[src/rtl/axil_adder_master_if.sv]
// AXI4-Lite bus bundle between the adder master and the memory-mapped adder slave.
interface axil_adder_master_if #(
    parameter int ADDR_W = 32
);
    logic [ADDR_W-1:0] awaddr;
    logic [2:0]        awprot;
    logic              awvalid;
    logic              awready;
    logic [31:0]       wdata;
    logic [3:0]        wstrb;
    logic              wvalid;
    logic              wready;
    logic [1:0]        bresp;
    logic              bvalid;
    logic              bready;
    logic [ADDR_W-1:0] araddr;
    logic [2:0]        arprot;
    logic              arvalid;
    logic              arready;
    logic [31:0]       rdata;
    logic [1:0]        rresp;
    logic              rvalid;
    logic              rready;

    modport master (
        output awaddr, awprot, awvalid, input awready,
        output wdata, wstrb, wvalid, input wready,
        input bresp, bvalid, output bready,
        output araddr, arprot, arvalid, input arready,
        input rdata, rresp, rvalid, output rready
    );

    modport slave (
        input awaddr, awprot, awvalid, output awready,
        input wdata, wstrb, wvalid, output wready,
        output bresp, bvalid, input bready,
        input araddr, arprot, arvalid, output arready,
        output rdata, rresp, rvalid, input rready
    );
endinterface

[src/rtl/axil_adder_master.sv]
// AXI4-Lite master driving the adder slave: writes A (0x00) and B (0x04),
// reads the result register (0x48), and returns the sum with an error flag.
module axil_adder_master #(
    parameter int              ADDR_W      = 32,
    parameter logic [ADDR_W-1:0] BASE_ADDR = '0,
    parameter bit              DOUBLE_READ = 1'b1,
    parameter int              TIMEOUT     = 255
) (
    input  logic        clk,
    input  logic        rst_n,
    input  logic        cmd_valid,
    output logic        cmd_ready,
    input  logic [31:0] cmd_a,
    input  logic [31:0] cmd_b,
    output logic        res_valid,
    input  logic        res_ready,
    output logic [31:0] res_data,
    output logic        res_err,
    output logic        busy,
    axil_adder_master_if.master m_axil
);

    typedef enum logic [2:0] {
        IDLE, WA, WA_B, WB, WB_B, RD, RD_R, DONE
    } state_t;

    localparam logic [ADDR_W-1:0] ADDR_A   = BASE_ADDR + ADDR_W'(32'h00);
    localparam logic [ADDR_W-1:0] ADDR_B   = BASE_ADDR + ADDR_W'(32'h04);
    localparam logic [ADDR_W-1:0] ADDR_RES = BASE_ADDR + ADDR_W'(32'h48);
    localparam int                TW       = (TIMEOUT > 1) ? $clog2(TIMEOUT + 1) : 1;
    localparam logic [TW-1:0]     TMO_LAST = TW'(TIMEOUT - 1);

    state_t            state_q, state_d;
    logic [31:0]       b_q, b_d;
    logic [ADDR_W-1:0] awaddr_q, awaddr_d;
    logic [31:0]       wdata_q, wdata_d;
    logic [ADDR_W-1:0] araddr_q, araddr_d;
    logic              awvalid_q, awvalid_d;
    logic              wvalid_q, wvalid_d;
    logic              bready_q, bready_d;
    logic              arvalid_q, arvalid_d;
    logic              rready_q, rready_d;
    logic              rd_cnt_q, rd_cnt_d;
    logic              err_q, err_d;
    logic              res_valid_q, res_valid_d;
    logic [31:0]       res_data_q, res_data_d;
    logic [TW-1:0]     tmo_q, tmo_d;
    logic              tmo_hit;

    // The waited-on handshake has used up its budget when the counter sits on its last value.
    assign tmo_hit = (TIMEOUT != 0) && (tmo_q == TMO_LAST);

    // Next-state and next-output logic; every AXI output is registered so no ready reaches a valid combinationally.
    always_comb begin
        // NOTE: every signal written here gets a default first, so no path leaves it unassigned and no latch is inferred.
        state_d     = state_q;
        b_d         = b_q;
        awaddr_d    = awaddr_q;
        wdata_d     = wdata_q;
        araddr_d    = araddr_q;
        awvalid_d   = awvalid_q;
        wvalid_d    = wvalid_q;
        bready_d    = bready_q;
        arvalid_d   = arvalid_q;
        rready_d    = rready_q;
        rd_cnt_d    = rd_cnt_q;
        err_d       = err_q;
        res_valid_d = res_valid_q;
        res_data_d  = res_data_q;

        unique case (state_q)
            IDLE: begin
                if (cmd_valid) begin
                    b_d       = cmd_b;
                    wdata_d   = cmd_a;
                    awaddr_d  = ADDR_A;
                    awvalid_d = 1'b1;
                    wvalid_d  = 1'b1;
                    err_d     = 1'b0;
                    rd_cnt_d  = 1'b0;
                    state_d   = WA;
                end
            end
            WA, WB: begin
                if (awvalid_q && m_axil.awready) awvalid_d = 1'b0;
                if (wvalid_q && m_axil.wready)   wvalid_d  = 1'b0;
                if (!awvalid_d && !wvalid_d) begin
                    bready_d = 1'b1;
                    state_d  = (state_q == WA) ? WA_B : WB_B;
                end
            end
            WA_B, WB_B: begin
                if (m_axil.bvalid) begin
                    bready_d = 1'b0;
                    err_d    = err_q | (m_axil.bresp != 2'b00);
                    if (state_q == WA_B) begin
                        awaddr_d  = ADDR_B;
                        wdata_d   = b_q;
                        awvalid_d = 1'b1;
                        wvalid_d  = 1'b1;
                        state_d   = WB;
                    end else begin
                        araddr_d  = ADDR_RES;
                        arvalid_d = 1'b1;
                        state_d   = RD;
                    end
                end
            end
            RD: begin
                if (m_axil.arready) begin
                    arvalid_d = 1'b0;
                    rready_d  = 1'b1;
                    state_d   = RD_R;
                end
            end
            RD_R: begin
                if (m_axil.rvalid) begin
                    rready_d = 1'b0;
                    err_d    = err_q | (m_axil.rresp != 2'b00);
                    // The slave refreshes its result on read, so the first beat is stale.
                    if (DOUBLE_READ && !rd_cnt_q) begin
                        rd_cnt_d  = 1'b1;
                        arvalid_d = 1'b1;
                        state_d   = RD;
                    end else begin
                        res_valid_d = 1'b1;
                        res_data_d  = err_d ? 32'h0 : m_axil.rdata;
                        state_d     = DONE;
                    end
                end
            end
            DONE: begin
                if (res_ready) begin
                    res_valid_d = 1'b0;
                    state_d     = IDLE;
                end
            end
        endcase

        // A stuck handshake abandons the transaction and reports it as an error.
        if (state_d == state_q && state_q != IDLE && state_q != DONE && tmo_hit) begin
            awvalid_d   = 1'b0;
            wvalid_d    = 1'b0;
            bready_d    = 1'b0;
            arvalid_d   = 1'b0;
            rready_d    = 1'b0;
            err_d       = 1'b1;
            res_valid_d = 1'b1;
            res_data_d  = 32'h0;
            state_d     = DONE;
        end

        if (state_d != state_q || state_q == IDLE || state_q == DONE) tmo_d = '0;
        else                                                         tmo_d = tmo_q + 1'b1;
    end

    // State and output registers with synchronous active-low reset.
    always_ff @(posedge clk) begin
        // NOTE: non-blocking assignments here so every flop samples the pre-edge values, never a neighbour's new one.
        if (!rst_n) begin
            state_q     <= IDLE;
            b_q         <= '0;
            awaddr_q    <= '0;
            wdata_q     <= '0;
            araddr_q    <= '0;
            awvalid_q   <= 1'b0;
            wvalid_q    <= 1'b0;
            bready_q    <= 1'b0;
            arvalid_q   <= 1'b0;
            rready_q    <= 1'b0;
            rd_cnt_q    <= 1'b0;
            err_q       <= 1'b0;
            res_valid_q <= 1'b0;
            res_data_q  <= '0;
            tmo_q       <= '0;
        end else begin
            state_q     <= state_d;
            b_q         <= b_d;
            awaddr_q    <= awaddr_d;
            wdata_q     <= wdata_d;
            araddr_q    <= araddr_d;
            awvalid_q   <= awvalid_d;
            wvalid_q    <= wvalid_d;
            bready_q    <= bready_d;
            arvalid_q   <= arvalid_d;
            rready_q    <= rready_d;
            rd_cnt_q    <= rd_cnt_d;
            err_q       <= err_d;
            res_valid_q <= res_valid_d;
            res_data_q  <= res_data_d;
            tmo_q       <= tmo_d;
        end
    end

    assign cmd_ready      = (state_q == IDLE);
    assign busy           = (state_q != IDLE);
    assign res_valid      = res_valid_q;
    assign res_data       = res_data_q;
    assign res_err        = err_q;

    assign m_axil.awaddr  = awaddr_q;
    assign m_axil.awprot  = 3'b000;
    assign m_axil.awvalid = awvalid_q;
    assign m_axil.wdata   = wdata_q;
    assign m_axil.wstrb   = 4'hF;
    assign m_axil.wvalid  = wvalid_q;
    assign m_axil.bready  = bready_q;
    assign m_axil.araddr  = araddr_q;
    assign m_axil.arprot  = 3'b000;
    assign m_axil.arvalid = arvalid_q;
    assign m_axil.rready  = rready_q;

endmodule

[src/flat_wrapper.sv]
// flat-port wrapper written by rule: the top's interface ports become plain ports
module axil_adder_master_flat 
#(
    parameter int              ADDR_W      = 32,
    parameter logic [ADDR_W-1:0] BASE_ADDR = '0,
    parameter bit              DOUBLE_READ = 1'b1,
    parameter int              TIMEOUT     = 255
)
  (clk, rst_n, cmd_valid, cmd_ready, cmd_a, cmd_b, res_valid, res_ready, res_data, res_err, busy, m_axil_awaddr, m_axil_awprot, m_axil_awvalid, m_axil_awready, m_axil_wdata, m_axil_wstrb, m_axil_wvalid, m_axil_wready, m_axil_bresp, m_axil_bvalid, m_axil_bready, m_axil_araddr, m_axil_arprot, m_axil_arvalid, m_axil_arready, m_axil_rdata, m_axil_rresp, m_axil_rvalid, m_axil_rready);
  axil_adder_master_if #(.ADDR_W(ADDR_W)) m_axil_i ();
  input  logic clk;
  input  logic rst_n;
  input  logic cmd_valid;
  output logic cmd_ready;
  input  logic [31:0] cmd_a;
  input  logic [31:0] cmd_b;
  output logic res_valid;
  input  logic res_ready;
  output logic [31:0] res_data;
  output logic res_err;
  output logic busy;
  output wire logic [$bits(m_axil_i.awaddr)-1:0] m_axil_awaddr;
  output wire logic [$bits(m_axil_i.awprot)-1:0] m_axil_awprot;
  output wire logic [$bits(m_axil_i.awvalid)-1:0] m_axil_awvalid;
  input wire logic [$bits(m_axil_i.awready)-1:0] m_axil_awready;
  output wire logic [$bits(m_axil_i.wdata)-1:0] m_axil_wdata;
  output wire logic [$bits(m_axil_i.wstrb)-1:0] m_axil_wstrb;
  output wire logic [$bits(m_axil_i.wvalid)-1:0] m_axil_wvalid;
  input wire logic [$bits(m_axil_i.wready)-1:0] m_axil_wready;
  input wire logic [$bits(m_axil_i.bresp)-1:0] m_axil_bresp;
  input wire logic [$bits(m_axil_i.bvalid)-1:0] m_axil_bvalid;
  output wire logic [$bits(m_axil_i.bready)-1:0] m_axil_bready;
  output wire logic [$bits(m_axil_i.araddr)-1:0] m_axil_araddr;
  output wire logic [$bits(m_axil_i.arprot)-1:0] m_axil_arprot;
  output wire logic [$bits(m_axil_i.arvalid)-1:0] m_axil_arvalid;
  input wire logic [$bits(m_axil_i.arready)-1:0] m_axil_arready;
  input wire logic [$bits(m_axil_i.rdata)-1:0] m_axil_rdata;
  input wire logic [$bits(m_axil_i.rresp)-1:0] m_axil_rresp;
  input wire logic [$bits(m_axil_i.rvalid)-1:0] m_axil_rvalid;
  output wire logic [$bits(m_axil_i.rready)-1:0] m_axil_rready;
  assign m_axil_awaddr = m_axil_i.awaddr;
  assign m_axil_awprot = m_axil_i.awprot;
  assign m_axil_awvalid = m_axil_i.awvalid;
  assign m_axil_i.awready = m_axil_awready;
  assign m_axil_wdata = m_axil_i.wdata;
  assign m_axil_wstrb = m_axil_i.wstrb;
  assign m_axil_wvalid = m_axil_i.wvalid;
  assign m_axil_i.wready = m_axil_wready;
  assign m_axil_i.bresp = m_axil_bresp;
  assign m_axil_i.bvalid = m_axil_bvalid;
  assign m_axil_bready = m_axil_i.bready;
  assign m_axil_araddr = m_axil_i.araddr;
  assign m_axil_arprot = m_axil_i.arprot;
  assign m_axil_arvalid = m_axil_i.arvalid;
  assign m_axil_i.arready = m_axil_arready;
  assign m_axil_i.rdata = m_axil_rdata;
  assign m_axil_i.rresp = m_axil_rresp;
  assign m_axil_i.rvalid = m_axil_rvalid;
  assign m_axil_rready = m_axil_i.rready;
  axil_adder_master #(.ADDR_W(ADDR_W), .BASE_ADDR(BASE_ADDR), .DOUBLE_READ(DOUBLE_READ), .TIMEOUT(TIMEOUT)) u_core (.clk(clk), .rst_n(rst_n), .cmd_valid(cmd_valid), .cmd_ready(cmd_ready), .cmd_a(cmd_a), .cmd_b(cmd_b), .res_valid(res_valid), .res_ready(res_ready), .res_data(res_data), .res_err(res_err), .busy(busy), .m_axil(m_axil_i));
endmodule
[config.mk]
export PLATFORM = sky130hd
export DESIGN_NAME = axil_adder_master_flat
export DESIGN_NICKNAME = d
export VERILOG_FILES = /design/src/rtl/axil_adder_master_if.sv /design/src/rtl/axil_adder_master.sv /design/src/flat_wrapper.sv
export SDC_FILE = /design/constraint.sdc
export NUM_CORES = 1
export LEC_CHECK = 0
export CAP_MARGIN = 40
export CORE_UTILIZATION = 35
export DETAILED_ROUTE_END_ITERATION = 12
export GPL_ROUTABILITY_DRIVEN = 0
export PLACE_DENSITY = 0.72
export SLEW_MARGIN = 20
export SYNTH_ARGS = -nofsm -noshare
export SYNTH_HDL_FRONTEND = slang
export SYNTH_SLANG_ARGS = --single-unit
[constraint.sdc]
create_clock -name clk -period 1.6 [get_ports clk]
set_input_delay 0.32 -clock clk [delete_from_list [all_inputs] [get_ports clk]]
set_output_delay 0.32 -clock clk [all_outputs]
set_load 0.005 [all_outputs]
# Word level (Yosys, flattened, before mapping)

Index checks and enable logic that the tools add are counted.

Add/subtract/negate cells: 1
Equality and inequality tests: 24
Mux-type cells: 53
Bitwise gates (word level): 4
Reduce and logical (&&, ||, !) cells: 37

Operator list:

| operator                                                                | number |
|---|---|
| 32-bit 2-to-1 mux                                                       | 7 |
| 32-bit one-hot mux with 2 select lines                                  | 2 |
| 3-bit 2-to-1 mux                                                        | 9 |
| 1-bit 2-to-1 mux                                                        | 25 |
| 3-bit one-hot mux with 6 select lines                                   | 1 |
| 4-bit AND reduction                                                     | 4 |
| 3-bit AND reduction                                                     | 5 |
| 3-bit equality test, second input constant                              | 4 |
| 2-bit inequality test, second input constant                            | 6 |
| 3-bit by 2-bit inequality test with 1-bit output, second input constant | 4 |
| 1-bit one-hot mux with 3 select lines                                   | 4 |
| 2-bit nonzero test                                                      | 6 |
| 3-bit nonzero test                                                      | 4 |
| 8-bit by 1-bit adder with 8-bit output, second input constant           | 1 |
| 8-bit equality test, second input constant                              | 1 |
| 1-bit one-hot mux with 2 select lines                                   | 4 |
| 2-bit OR reduction                                                      | 4 |
| 3-bit by 2-bit equality test with 1-bit output, second input constant   | 2 |
| 1-bit logical AND                                                       | 6 |
| 6-bit AND reduction                                                     | 1 |
| 2-bit by 1-bit inequality test with 1-bit output, second input constant | 2 |
| 4-bit nonzero test                                                      | 1 |
| 3-bit by 1-bit equality test with 1-bit output, second input constant   | 1 |
| 3-bit equality test                                                     | 1 |
| other kinds (10)                                                        | 14 |

Bits in registers: 148
Input port bits: 109

# Depth between registers and ports, before layout

Word-level depth: 16
Mapped depth: 7
Gate-level depth less buffers: 6

# Least setup slack after synthesis

Ideal clock, no wire load.

Path kind: register -> register
Start: reg u_core.state_q[1]
End: reg u_core.rready_q, in the netlist u_core.m_axil.rready
Setup time: 0.122 ns
Arrival time: 1.440 ns
Data required time: 1.478 ns
Slack: 0.038 ns
Stages on the path, launching flop included: 8
Path buffers: 2
Period minus slack after synthesis: 1.562 ns
Path through: dfxtp_1 > buf_4 > mux2_4 > a22oi_4 > o211ai_4 > nand2_4 > buf_6 > a21oi_1

Cells in the longest elaborated chain, start to end: 9
Elaborated cells between the ends (all ways): 31

RTL lines:

| element                                                                                                          | RTL line                                                                  | source |
|---|---|---|
| start: declaration                                                                                               | axil_adder_master.sv:33                                                   | `state_t state_q, state_d;` |
| start signal: assignment                                                                                         | axil_adder_master.sv:177                                                  | `state_q <= state_d;` |
| 3-bit by 2-bit equality test with 1-bit output or 3-bit by 1-bit equality test with 1-bit output (tied branches) | axil_adder_master.sv:71, axil_adder_master.sv:96, axil_adder_master.sv:89 |  |
| 3-bit 2-to-1 mux (on tied branches)                                                                              | axil_adder_master.sv:96, axil_adder_master.sv:89                          |  |
| 3-bit 2-to-1 mux (on tied branches)                                                                              | axil_adder_master.sv:93, axil_adder_master.sv:87                          |  |
| 3-bit one-hot mux with 6 select lines                                                                            | axil_adder_master.sv:71                                                   | `unique case (state_q)` |
| 3-bit equality test                                                                                              | axil_adder_master.sv:141                                                  | `if (state_d == state_q && state_q != IDLE && state_q != DONE && tmo_hit) begin` |
| 1-bit logical AND (3 in a row)                                                                                   | axil_adder_master.sv:141                                                  |  |
| 2-bit OR reduction (no source line)                                                                              | --                                                                        |  |
| end signal: assignment                                                                                           | axil_adder_master.sv:186                                                  | `rready_q <= rready_d;` |
| end: declaration                                                                                                 | axil_adder_master.sv:42                                                   | `logic rready_q, rready_d;` |

Several ways; a longest one is shown, not always the timed one.
A chain may end at the register's enable or synchronous reset.

# Worst setup path in the final report

Start: reg u_core.state_q[1]
End: reg u_core.res_data_q[21], in the netlist u_core.res_data[21]

Cells in the longest elaborated chain, start to end: 9
Elaborated cells between the ends (all ways): 27

RTL lines:

| element                                                                                                          | RTL line                                                                  | source |
|---|---|---|
| 3-bit by 2-bit equality test with 1-bit output or 3-bit by 1-bit equality test with 1-bit output (tied branches) | axil_adder_master.sv:71, axil_adder_master.sv:96, axil_adder_master.sv:89 |  |
| 3-bit 2-to-1 mux (on tied branches)                                                                              | axil_adder_master.sv:96, axil_adder_master.sv:89                          |  |
| 3-bit 2-to-1 mux (on tied branches)                                                                              | axil_adder_master.sv:93, axil_adder_master.sv:87                          |  |
| 3-bit one-hot mux with 6 select lines                                                                            | axil_adder_master.sv:71                                                   |  |
| 3-bit equality test                                                                                              | axil_adder_master.sv:141                                                  |  |
| 1-bit logical AND (3 in a row)                                                                                   | axil_adder_master.sv:141                                                  |  |
| 2-bit OR reduction (no source line)                                                                              | --                                                                        |  |
| end signal: assignment                                                                                           | axil_adder_master.sv:190                                                  | `res_data_q <= res_data_d;` |
| end: declaration                                                                                                 | axil_adder_master.sv:46                                                   | `logic [31:0] res_data_q, res_data_d;` |

Several ways; a longest one is shown, not always the timed one.

==> qor.yml <==
holdBufCountCts: 0
setup_repair_after_global_routing_missed_its_margin: "yes"
number_of_endpoints_with_negative_hold_slack_in_the_final_report: 0
power_density_nw_per_um2: 1110
whs_ps: 441
worstSetupEndpointType: "flop"
result_of_the_run: "finished with violations"
post_drt_wl_per_cell_um: 15.1
area_delta_synth_final_pct: 61.3
synth_top_flop_cell: "sky130_fd_sc_hd__dfxtp_1"
clock_sinks: 117
finalNonFillerCells: 1085
worstPathMaxFanout: 9
leakagePower_nw: 4.10
wirelength_mm: 16.4
post_route_cells_drive_above_1_share: 0.200
ys_ff_latch: 117
timing_max_transition_violations_final: 0
synth.cell_area_um2: 5470
die_height_um: 127
vdd.ir_drop.worst_uv: 814
cts_tree: "yes"
netlist_top_cells_area: "sky130_fd_sc_hd__dfxtp_1, sky130_fd_sc_hd__buf_4, sky130_fd_sc_hd__nand2_1"
gr-total-overflow: 0
timing.hold.worst.class: "flop to flop"
timing.fmax_mhz: 600
first_iteration_detailed_routing_drc_count: 222
synthMostInstantiatedCell: "sky130_fd_sc_hd__dfxtp_1"
synthesis.instances: 647
floorplan.die_area_um2: 16100
max_cap_violations: 0
grt_antenna_before_repair: 0
initial_core_util: 0.360
final.setup_skew_ps: 7.65
dp.final_hpwl_mm: 10.3
clock-root-buffer: "sky130_fd_sc_hd__clkbuf_16"
first_global_vias: 4722
yosysWarnings: 0
synth_area_per_cell_um2: 8.45
insertedDiodeCount: 0
floorplan.die.width_um: 127
fin_crit_ps: 1670
synth-edff-count: 0
synth_cell_types: 50
ys_async_sr_fraction: 0
cts_buffers: 17
cp_data_required_time_ps: 1900
nets_finish: 995
setup_ws_ps: -65.3
utilization: 0.580
setup_violations: 46
synthTopCellsByCount: "sky130_fd_sc_hd__dfxtp_1, sky130_fd_sc_hd__nand2_1, sky130_fd_sc_hd__a21oi_1, sky130_fd_sc_hd__buf_4, sky130_fd_sc_hd__nor2_1"
grt_start_max_net_pins: 51
synth_seq_area_share: 0.428
design.core.area_um2: 15200
critical_path_arrival_ps: 1960
clk_pin_slew_ps: 60
ant_nets: 0
clk_latency_ps: 420
setup-tns-final_ps: -1060
crit_start_category: "flop"
grt.total_usage: 0.192
drt_pre_antenna_iters: 4
grt_first_pass_wirelength_mm: 24.2
final.period_utilization: 1.04
portBuffers: 184
timing.setup.critical_path_class: "flop to flop"
yosysTopAreaCellShare: 0.428
row_count: 45
dr_total_vias: 5140
htreeDepth: 4
placedCellCount: 1030
clock_tree.buffer_depth: 2
violations_in_the_final_reports: "negative setup slack"
via_per_inst: 4.74
ios: 256
drcViolationCount: 0
netlist.top_cell.by_area: "sky130_fd_sc_hd__dfxtp_1"
## report_power, final
part / leakage, nW / internal [W] / switching [W]
combinational: 2.86 / 0.00146 / 0.00125
sequential: 0.960 / 0.00321 / 0.000150
clock: 0.287 / 0.00240 / 0.00132
total: 4.10 / 0.00706 / 0.00272
## kinds of logic after synthesis
family | count (synthesis) | synth area share
buffers and inverters | 121 | 0.147
adders and majority gates | 3 | 0.00641
AOI/OAI and AO/OA | 141 | 0.161
other | 2 | 0.00137
DFF | 117 | 0.428
and+or+nand+nor | 222 | 0.181
xor gates and xnor gates | 7 | 0.0112
muxes | 34 | 0.0634
## flip-flops by register name (all words and copies together), names as in the netlist, 3 cells and up
name,count
u_core.b_q,32
u_core.m_axil.wdata,32
u_core.res_data,32
u_core.state_q,3
u_core.tmo_q,8
## cell type report
cell class,instances,area [um2]
flip-flops and latches,117,2360
clock inverters,9,101
clock buffers,23,478
multi-input cells,479,2810
inverters,7,28.8
fillers,1321,6380
repair buffers,262,2810
well taps,188,235
## per-stage QoR
step           total power, W  setup WS, ps  cell area, um2
4_1_cts               0.00971         -24.4            8440
5_1_grt                0.0102          -115            8820
3_3_place_gp          0.00577          -303            7620
2_1_floorplan         0.00472          38.4            5730
6_report              0.00978         -65.3            8820
3_5_place_dp          0.00580          -412            7620
## timing repair
action	CTS	global route
setup buffers	14	4
pin swaps	9	23
setup endpoints to repair	100	116
resized for setup	64	79
hold endpoints to repair	0	0
gates cloned	1	5
## worst paths after layout
path	endpoint	depth (start not counted)	slack, ps	start
min	u_core.res_data[12]$_SDFFE_PP0P_	2	440	u_core.res_data[12]$_SDFFE_PP0P_
max reg2reg	u_core.res_data[21]$_SDFFE_PP0P_	7	-70	u_core.state_q[1]$_SDFF_PN0_
max	u_core.res_data[21]$_SDFFE_PP0P_	7	-70	u_core.state_q[1]$_SDFF_PN0_
min reg2reg	u_core.res_data[12]$_SDFFE_PP0P_	2	440	u_core.res_data[12]$_SDFFE_PP0P_
## worst max-delay path, cell delays in order, from the launching register on
cell and delay, ps:
sky130_fd_sc_hd__dfxtp_4 360, sky130_fd_sc_hd__buf_8 140, sky130_fd_sc_hd__mux2_2 370, sky130_fd_sc_hd__a22oi_4 170, sky130_fd_sc_hd__o211ai_4 150, sky130_fd_sc_hd__nand2_4 150, sky130_fd_sc_hd__clkbuf_16 160, sky130_fd_sc_hd__a21oi_1 50
## placed cells by master (no fill, tap or decap), types with 21 or more instances in the layout
master | netlist | final
sky130_fd_sc_hd__clkdlybuf4s50_1 | 0 | 121
sky130_fd_sc_hd__nand3_1 | 37 | 36
sky130_fd_sc_hd__a21oi_2 | 1 | 23
sky130_fd_sc_hd__nand2_1 | 110 | 109
sky130_fd_sc_hd__dfxtp_1 | 117 | 108
sky130_fd_sc_hd__nor2_1 | 41 | 41
sky130_fd_sc_hd__a21oi_1 | 79 | 57
sky130_fd_sc_hd__dlymetal6s2s_1 | 0 | 41
sky130_fd_sc_hd__conb_1 | 2 | 71
sky130_fd_sc_hd__mux2i_1 | 32 | 31
sky130_fd_sc_hd__clkbuf_16 | 0 | 21
sky130_fd_sc_hd__a211oi_1 | 34 | 33
sky130_fd_sc_hd__buf_4 | 75 | 50
## routing by layer
metal	vias to the layer above	GRT usage	wire length, um
met4	0	0.0868	401
met2	167	0.334	8310
met5	-	0	0
met1	2383	0.232	6980
li1	2560	-	-
met3	30	0.0335	674
Note: power is estimated with default switching activity, not from simulation.
